## src/rtl/gpio_apb_master_arb_pkg.sv

```systemverilog
// Shared types and defaults for the two-port APB master in front of the gpio slave.
package gpio_apb_pkg;

    typedef enum logic [1:0] {
        IDLE   = 2'd0,
        SETUP  = 2'd1,
        ACCESS = 2'd2
    } apb_state_t;

    typedef logic req_id_t;

    localparam int DEFAULT_TIMEOUT = 15;

endpackage

```

## src/rtl/gpio_apb_master_arb_rr_arb2.sv

```systemverilog
// Two-way round-robin arbiter: a lone request always wins, a tie goes to prio.
module rr_arb2
    import gpio_apb_pkg::*;
(
    input  logic       clk,
    input  logic       reset,
    input  logic [1:0] req,
    input  logic       advance,
    output logic [1:0] gnt,
    output req_id_t    gnt_id
);

    req_id_t prio;

    always_comb begin
        gnt_id = prio;
        if (req == 2'b01) begin
            gnt_id = 1'b0;
        end else if (req == 2'b10) begin
            gnt_id = 1'b1;
        end
        if (req == 2'b00) begin
            gnt = 2'b00;
        end else begin
            gnt = gnt_id ? 2'b10 : 2'b01;
        end
    end

    // After a grant the other requester gets the next tie.
    always_ff @(posedge clk) begin
        if (reset) begin
            prio <= 1'b0;
        end else if (advance) begin
            prio <= ~gnt_id;
        end
    end

endmodule

```

## src/rtl/gpio_apb_master_arb.sv

```systemverilog
// Shares the gpio APB slave between two requesters: round-robin grant, SETUP/ACCESS
// sequencing, PREADY timeout and per-requester response routing.
module gpio_apb_master_arb
    import gpio_apb_pkg::*;
#(
    parameter int GPIO_PINS  = 32,
    parameter int PADDR_SIZE = 4,
    parameter int TIMEOUT    = DEFAULT_TIMEOUT
) (
    input  logic                       PCLK,
    input  logic                       PRESET,
    input  logic [1:0]                 req_valid,
    output logic [1:0]                 req_ready,
    input  logic [2*PADDR_SIZE-1:0]    req_addr,
    input  logic [1:0]                 req_write,
    input  logic [2*GPIO_PINS-1:0]     req_wdata,
    input  logic [2*GPIO_PINS/8-1:0]   req_strb,
    output logic                       rsp_valid,
    output logic                       rsp_id,
    output logic [GPIO_PINS-1:0]       rsp_rdata,
    output logic                       rsp_err,
    output logic                       PSEL,
    output logic                       PENABLE,
    output logic                       PWRITE,
    output logic [PADDR_SIZE-1:0]      PADDR,
    output logic [GPIO_PINS-1:0]       PWDATA,
    output logic [GPIO_PINS/8-1:0]     PSTRB,
    input  logic                       PREADY,
    input  logic                       PSLVERR,
    input  logic [GPIO_PINS-1:0]       PRDATA
);

    localparam int STRB_W = GPIO_PINS / 8;
    localparam int CNT_W  = $clog2(TIMEOUT + 1);
    localparam logic [CNT_W-1:0] CNT_LAST = CNT_W'(TIMEOUT - 1);

    apb_state_t             state;
    logic [CNT_W-1:0]       cnt;
    req_id_t                cur_id;
    logic [1:0]             gnt;
    req_id_t                gnt_id;
    logic                   take;
    logic [PADDR_SIZE-1:0]  sel_addr;
    logic                   sel_write;
    logic [GPIO_PINS-1:0]   sel_wdata;
    logic [STRB_W-1:0]      sel_strb;

    assign take      = (state == IDLE) && (req_valid != 2'b00) && !PRESET;
    assign req_ready = take ? gnt : 2'b00;

    rr_arb2 u_arb (
        .clk     (PCLK),
        .reset   (PRESET),
        .req     (req_valid),
        .advance (take),
        .gnt     (gnt),
        .gnt_id  (gnt_id)
    );

    assign sel_addr  = gnt_id ? req_addr[PADDR_SIZE +: PADDR_SIZE] : req_addr[0 +: PADDR_SIZE];
    assign sel_write = gnt_id ? req_write[1] : req_write[0];
    assign sel_wdata = gnt_id ? req_wdata[GPIO_PINS +: GPIO_PINS] : req_wdata[0 +: GPIO_PINS];
    assign sel_strb  = gnt_id ? req_strb[STRB_W +: STRB_W] : req_strb[0 +: STRB_W];

    // The ACCESS counter is one behind the cycle count, so cnt == TIMEOUT-1 is the last ACCESS cycle.
    always_ff @(posedge PCLK) begin
        if (PRESET) begin
            state     <= IDLE;
            cnt       <= '0;
            cur_id    <= 1'b0;
            PSEL      <= 1'b0;
            PENABLE   <= 1'b0;
            PWRITE    <= 1'b0;
            PADDR     <= '0;
            PWDATA    <= '0;
            PSTRB     <= '0;
            rsp_valid <= 1'b0;
            rsp_id    <= 1'b0;
            rsp_rdata <= '0;
            rsp_err   <= 1'b0;
        end else begin
            rsp_valid <= 1'b0;
            case (state)
                IDLE: begin
                    if (take) begin
                        state   <= SETUP;
                        cnt     <= '0;
                        cur_id  <= gnt_id;
                        PSEL    <= 1'b1;
                        PENABLE <= 1'b0;
                        PADDR   <= sel_addr;
                        PWRITE  <= sel_write;
                        PWDATA  <= sel_wdata;
                        PSTRB   <= sel_write ? sel_strb : '0;
                    end
                end
                SETUP: begin
                    state   <= ACCESS;
                    PENABLE <= 1'b1;
                end
                ACCESS: begin
                    cnt <= cnt + CNT_W'(1);
                    if (PREADY || (cnt == CNT_LAST)) begin
                        state     <= IDLE;
                        PSEL      <= 1'b0;
                        PENABLE   <= 1'b0;
                        rsp_valid <= 1'b1;
                        rsp_id    <= cur_id;
                        // A late PREADY still counts as a normal completion.
                        rsp_rdata <= (PREADY && !PWRITE) ? PRDATA : '0;
                        rsp_err   <= PREADY ? PSLVERR : 1'b1;
                    end
                end
                default: begin
                    state <= IDLE;
                end
            endcase
        end
    end

endmodule

```

## config.mk

```make
export PLATFORM = sky130hd
export DESIGN_NAME = gpio_apb_master_arb
export DESIGN_NICKNAME = d
export VERILOG_FILES = /design/src/rtl/gpio_apb_master_arb_pkg.sv /design/src/rtl/gpio_apb_master_arb_rr_arb2.sv /design/src/rtl/gpio_apb_master_arb.sv
export SDC_FILE = /design/constraint.sdc
export NUM_CORES = 1
export LEC_CHECK = 0
export ABC_AREA = 0
export CORE_ASPECT_RATIO = 1.75
export CORE_MARGIN = 3
export CORE_UTILIZATION = 40
export DETAILED_ROUTE_END_ITERATION = 8
export DONT_BUFFER_PORTS = 1
export PLACE_DENSITY_LB_ADDON = 0.3
export SYNTH_ARGS = -nofsm -noshare
export SYNTH_HDL_FRONTEND = slang
export SYNTH_HIERARCHICAL = 1
export SYNTH_SLANG_ARGS = --single-unit
```

## constraint.sdc

```tcl
create_clock -name PCLK -period 1.6 [get_ports PCLK]
set_input_delay 0.48 -clock PCLK [delete_from_list [all_inputs] [get_ports PCLK]]
set_output_delay 0.48 -clock PCLK [all_outputs]
set_load 0.01 [all_outputs]
```

# [Yosys cells after proc, flatten, opt, wreduce, memory -nomap -nowiden]
# Index checks and enable logic that the tools add are counted.
[totals] regBits=86 latch_bits=0 ram_bits=0 mem_bits_ro=0 inputBits=120 out_inout_bits=80 wordCells=65 memories=0
[op_classes] addsub=1 n_mul=0 n_div=0 n_lt_le_gt_ge=0 eq_ne=7 n_shift=0 n_mux=23 bitwise_logic=2 n_reduce_logical=18
[ops] cell="32-bit two-way mux" n=2
[ops] cell="4-bit two-way mux" n=4
[ops] cell="2-bit two-way mux" n=5
[ops] cell="1-bit two-way mux" n=8
[ops] cell="4-bit case mux with 2 select lines" n=1
[ops] cell="2-bit AND reduction" n=4
[ops] cell="2-bit case mux with 3 select lines" n=1
[ops] cell="3-bit AND reduction" n=2
[ops] cell="4-bit by 1-bit adder with 4-bit output (second input constant)" n=1
[ops] cell="2-bit by 1-bit == test with 1-bit output (second input constant)" n=2
[ops] cell="2-bit == test (second input constant)" n=2
[ops] cell="4-bit == test (second input constant)" n=1
[ops] cell="2-bit logical NOT" n=2
[ops] cell="2-bit != test (second input constant)" n=2
[ops] cell="2-bit nonzero test" n=2
[ops] cell="1-bit logical AND" n=3
[ops] cell="1-bit case mux with 3 select lines" n=1
[ops] cell="3-bit nonzero test" n=1
[ops] cell="1-bit logical NOT" n=2
[ops] cell="1-bit NOT" n=2
[ops] cell="1-bit case mux with 2 select lines" n=1
[ops] cell="2-bit OR reduction" n=1
[ops] cell="1-bit logical OR" n=1

# [Depth between registers and ports, before layout]
[logic_depth] word_depth=6 mapped_depth=7 mapped_depth_nobuf=6

# [Cells and area by module]
# Netlist, hierarchy kept.
[modules_own_cells] module="gpio_apb_master_arb" instances=1 cells_per_inst=328 area_each_um2=3474.6 seq_area_each_um2=1701.6
[modules_own_cells] module="rr_arb2" instances=1 cells_per_inst=10 area_each_um2=70.1 seq_area_each_um2=20.0

# [Least setup slack after synthesis]
# OpenSTA, ideal clock, no wires.
[synth_path] path_type="input to register" from="in req_valid[1]" to="reg PSTRB[0]" setup_ns=0.088 arrival_time_ns=1.546 t_required_ns=1.512 setup_slack_ns=-0.034 path_stages=7 n_path_buf=1 cell_sequence="nand2b_1 > nand2_1 > nand2_1 > buf_2 > mux2i_1 > or3_4 > o32ai_2"
[synth_between] elab_chain_len=5
[synth_lines] element="start: declaration" line="gpio_apb_master_arb.sv:12" rtl="input logic [1:0] req_valid,"
[synth_lines] element="2-bit == test" line="gpio_apb_master_arb_rr_arb2.sv:19" rtl="end else if (req == 2'b10) begin"
[synth_lines] element="1-bit two-way mux" line="gpio_apb_master_arb_rr_arb2.sv:19"
[synth_lines] element="1-bit two-way mux *" line="gpio_apb_master_arb_rr_arb2.sv:17" rtl="if (req == 2'b01) begin"
[synth_lines] element="via gnt_id" line="gpio_apb_master_arb.sv:41" rtl="req_id_t gnt_id;"
[synth_lines] element="4-bit two-way mux or 1-bit two-way mux (tied branches)" line="gpio_apb_master_arb.sv:63, gpio_apb_master_arb.sv:61"
[synth_lines] element="4-bit two-way mux *" line="gpio_apb_master_arb.sv:94" rtl="PSTRB <= sel_write ? sel_strb : '0;"
[synth_lines] element="end signal: assignment" line="gpio_apb_master_arb.sv:94"
[synth_lines] element="end: declaration" line="gpio_apb_master_arb.sv:27" rtl="output logic [GPIO_PINS/8-1:0] PSTRB,"
# The timed path passes the listed nets; every way through them passes the cells marked *.
# A chain may end at the register's enable or synchronous reset.

# [Worst setup path after layout]
[layout_path] from="reg state[0]" to="out req_ready[0]"
[layout_between] elab_chain_len=4
[layout_lines] element="start: declaration" line="gpio_apb_master_arb.sv:37" rtl="apb_state_t state;"
[layout_lines] element="start signal: assignment" line="gpio_apb_master_arb.sv:68" rtl="state <= IDLE;"
[layout_lines] element="start signal: assignment" line="gpio_apb_master_arb.sv:86" rtl="state <= SETUP;"
[layout_lines] element="start signal: assignment" line="gpio_apb_master_arb.sv:98" rtl="state <= ACCESS;"
[layout_lines] element="2-bit logical NOT" line="gpio_apb_master_arb.sv:48" rtl="assign take = (state == IDLE) && (req_valid != 2'b00) && !PRESET;"
[layout_lines] element="1-bit logical AND (2 in a row)" line="gpio_apb_master_arb.sv:48"
[layout_lines] element="via take" line="gpio_apb_master_arb.sv:42" rtl="logic take;"
[layout_lines] element="2-bit two-way mux" line="gpio_apb_master_arb.sv:49" rtl="assign req_ready = take ? gnt : 2'b00;"
[layout_lines] element="end: declaration" line="gpio_apb_master_arb.sv:13" rtl="output logic [1:0] req_ready,"
# The timed path passes the listed nets, and every way through them passes these cells.

==> flow_metrics.tcl <==
set metrics [dict create \
    cap_violations 0 \
    critical_path.startpoint "state[0]" \
    remaining_drc_errors 0 \
    dr.pass1.iters 4 \
    syn_to_final_growth_pct 15.5 \
    syn_inst 338 \
    worstHoldPathType "input port to flop" \
    antenna_left 0 \
    crit_type "flop to output pin" \
    grt_pass1_wl_mm 13.7 \
    clk_latency_ns 0.33 \
    maxSlewViolCount 0 \
    antenna_cells 0 \
    synth.net_count 460 \
    gp_congestion 0.750 \
    worstPathMaxFanout 3 \
    initial_utilization_pct 41.8 \
    drt_iter0_markers 74 \
    ir_drop_mv 0.604 \
    dieArea_mm2 0.0101 \
    ys_seq_elements 86 \
    violations "negative setup slack" \
    die_h_um 131 \
    status "finished with violations" \
    worstPathArrival_ns 1.18 \
    grt_pass1_vias 2651 \
    vias_per_cell 5.98 \
    n_fill_cell 818 \
    syn_avg_cell_area_um2 10.5 \
    drt_wl_total_mm 9.24 \
    gr-usage-all-layers_pct 17.0 \
    fin_ws_ns -0.0574 \
    rr_worst_depth 6 \
    r2r-end "rsp_rdata[15]" \
    whs_ns 0.213 \
    ctsHtreeMaxLevel 3 \
    ys_seq_area_share_pct 48.6 \
    dieWidth_um 77.2 \
    core-area_mm2 0.00848 \
    cts.sinks 86 \
    synth_top_area_share_pct 48.6 \
    synth_cell_types 38 \
    numCtsBuffers 9 \
    netlist_area_mm2 0.00354 \
    worstMarginPinSlew_ns 0.446 \
    synth_area_leaders "dfxtp_1, mux2i_1, a22o_1, a211oi_1, a21oi_1" \
    r2r-start "cnt[0]" \
    io_buffers 0 \
    cts_tree "built" \
    relSlewSlack_pct 70.3 \
    finalSetupViolations 2 \
    io-pin-count 200 \
    yosysWarnings 6 \
    finalCritPeriodShare_pct 104 \
    cp-end-kind "output pin" \
    drive_gt1_share_pct 16.0 \
    grt_max_degree 63 \
    grt.overflow.total 0 \
    fin_nets 455 \
    total_leakage_power_nw 1.52 \
    cellPowerDensity_mw_per_mm2 1290 \
    cts_buffer_depth 2 \
    path_clk_slew_ns 0.06 \
    yosys.area.top_type "dfxtp_1" \
    fin_crit_ns 1.66 \
    dp.cells 433 \
    layout_commonest_cell "dfxtp_1" \
    cts-root-buf "clkbuf_16" \
    stdcell_count 453 \
    rsz0062_at_grt "yes" \
    route.vias.total 2711 \
    wl_per_cell_um 20.4 \
    timing_hold_violations_final 0 \
    setup.worst_path.end "req_ready[0]" \
    reg2reg_slack_ns 0.08 \
    crit_required_ns 1.12 \
    row_count 44 \
    hpwl_mm 6.28 \
    layout_common_cells "dfxtp_1, a21oi_1, mux2i_1, a211oi_1, a22o_1" \
    fin_skew_ns 0.00701 \
    critPathLaunchType "flop" \
    max_freq_mhz 603 \
    antenna_found_initial 0 \
]
## power by group
| group | internal (W) | switching [W] | leakage, nW |
|---|---|---|---|
| clock | 0.00126 | 0.000834 | 0.155 |
| sequential | 0.00231 | 0.000199 | 0.706 |
| combinational | 0.000329 | 0.000360 | 0.660 |
| total | 0.00390 | 0.00139 | 1.52 |
## through the flow
step	TNS [ns]	power, W	util (%)	cell area (um^2)	setup WS (ns)
finish	-0.114	0.00529	48.3	4100	-0.0574
global route	-0.240	0.00552	48.3	4100	-0.120
CTS	-0.147	0.00532	47.2	4010	-0.0740
detailed placement	-0.480	0.00319	43.3	3670	-0.103
global placement	-0.0553	0.00317	43.3	3670	-0.0253
floorplan	-0.00319	0.00304	-	3560	-0.00159
## worst min-delay path by stage
stage | start | endpoint | slack [ns] | cells past startpoint
floorplan | cur_id | rsp_id | 0.44 | 2
finish | PRESET | cnt[0] | 0.21 | 1
global route | PRESET | cnt[2] | 0.19 | 1
global placement | cur_id | rsp_id | 0.45 | 2
CTS | PRESET | cnt[2] | 0.20 | 1
detailed placement | cur_id | rsp_id | 0.45 | 2
## synthesized netlist by cell type, drive strengths merged
cell and number:
a211oi 36, a21oi 49, a22o 32, a311oi 1
a31o 1, a31oi 1, and2 2, and2b 1
buf 23, clkbuf 9, dfxtp 86, ha 2
inv 3, mux2i 41, nand2 3, nand2b 7
nand3 3, nand4b 1, nor2 4, nor2b 3
nor3 5, nor3b 2, nor4 1, nor4b 1
o211ai 2, o21a 1, o21ai 10, o21ba 1
o21bai 1, o32ai 3, or3 1, or4 2
## state kept, by name, summed over array words and instances, names as in the netlist
register    flops
PWDATA         32
rsp_rdata      32
PADDR           4
PSTRB           4
cnt             4
state           2
PENABLE         1
PSEL            1
PWRITE          1
cur_id          1
rsp_err         1
rsp_id          1
rsp_valid       1
u_arb/prio      1
## cell families (layout without fill, tap and decap cells)
kind of cell / Yosys count / count (layout) / synth area share (%)
and+or+nand+nor: 36 / 36 / 6.53
AOI/OAI and AO/OA: 138 / 138 / 27.3
adders and majority gates: 2 / 2 / 0.706
DFF: 86 / 86 / 48.6
muxes: 41 / 41 / 11.6
buffers and inverters: 35 / 35 / 5.37
## metal layers
layer / part of all wire (%) / global-route usage (%) / up-vias
met5: 0 / 0 / -
met4: 0.70 / 5.66 / 0
met1: 37 / 18.5 / 1279
met2: 52 / 30.1 / 156
li1: - / - / 1271
met3: 10 / 6.79 / 5
## layout make-up
cell class	count	area (um^2)	share of cell area [%]
sequential	86	1730	42.2
multi-input combinational	217	1700	41.4
clock buffer	10	239	5.84
timing repair buffer	16	209	5.10
tap	115	144	3.51
clock inverter	6	68.8	1.68
inverter	3	11.3	0.275
## critical path: stages, from the launching register on
cell and delay (ns):
dfxtp_4 0.34, o21bai_4 0.18, nor3_4 0.15, and2_4 0.19
## what timing repair did
item | CTS | global route
hold buffers | 0 | 0
pin swaps | 1 | 1
endpoints found under the setup margin | 2 | 44
gates cloned | 0 | 2
resized for setup | 5 | 9
setup buffers | 2 | 0
No activity file was read; power rests on OpenSTA's default activity.
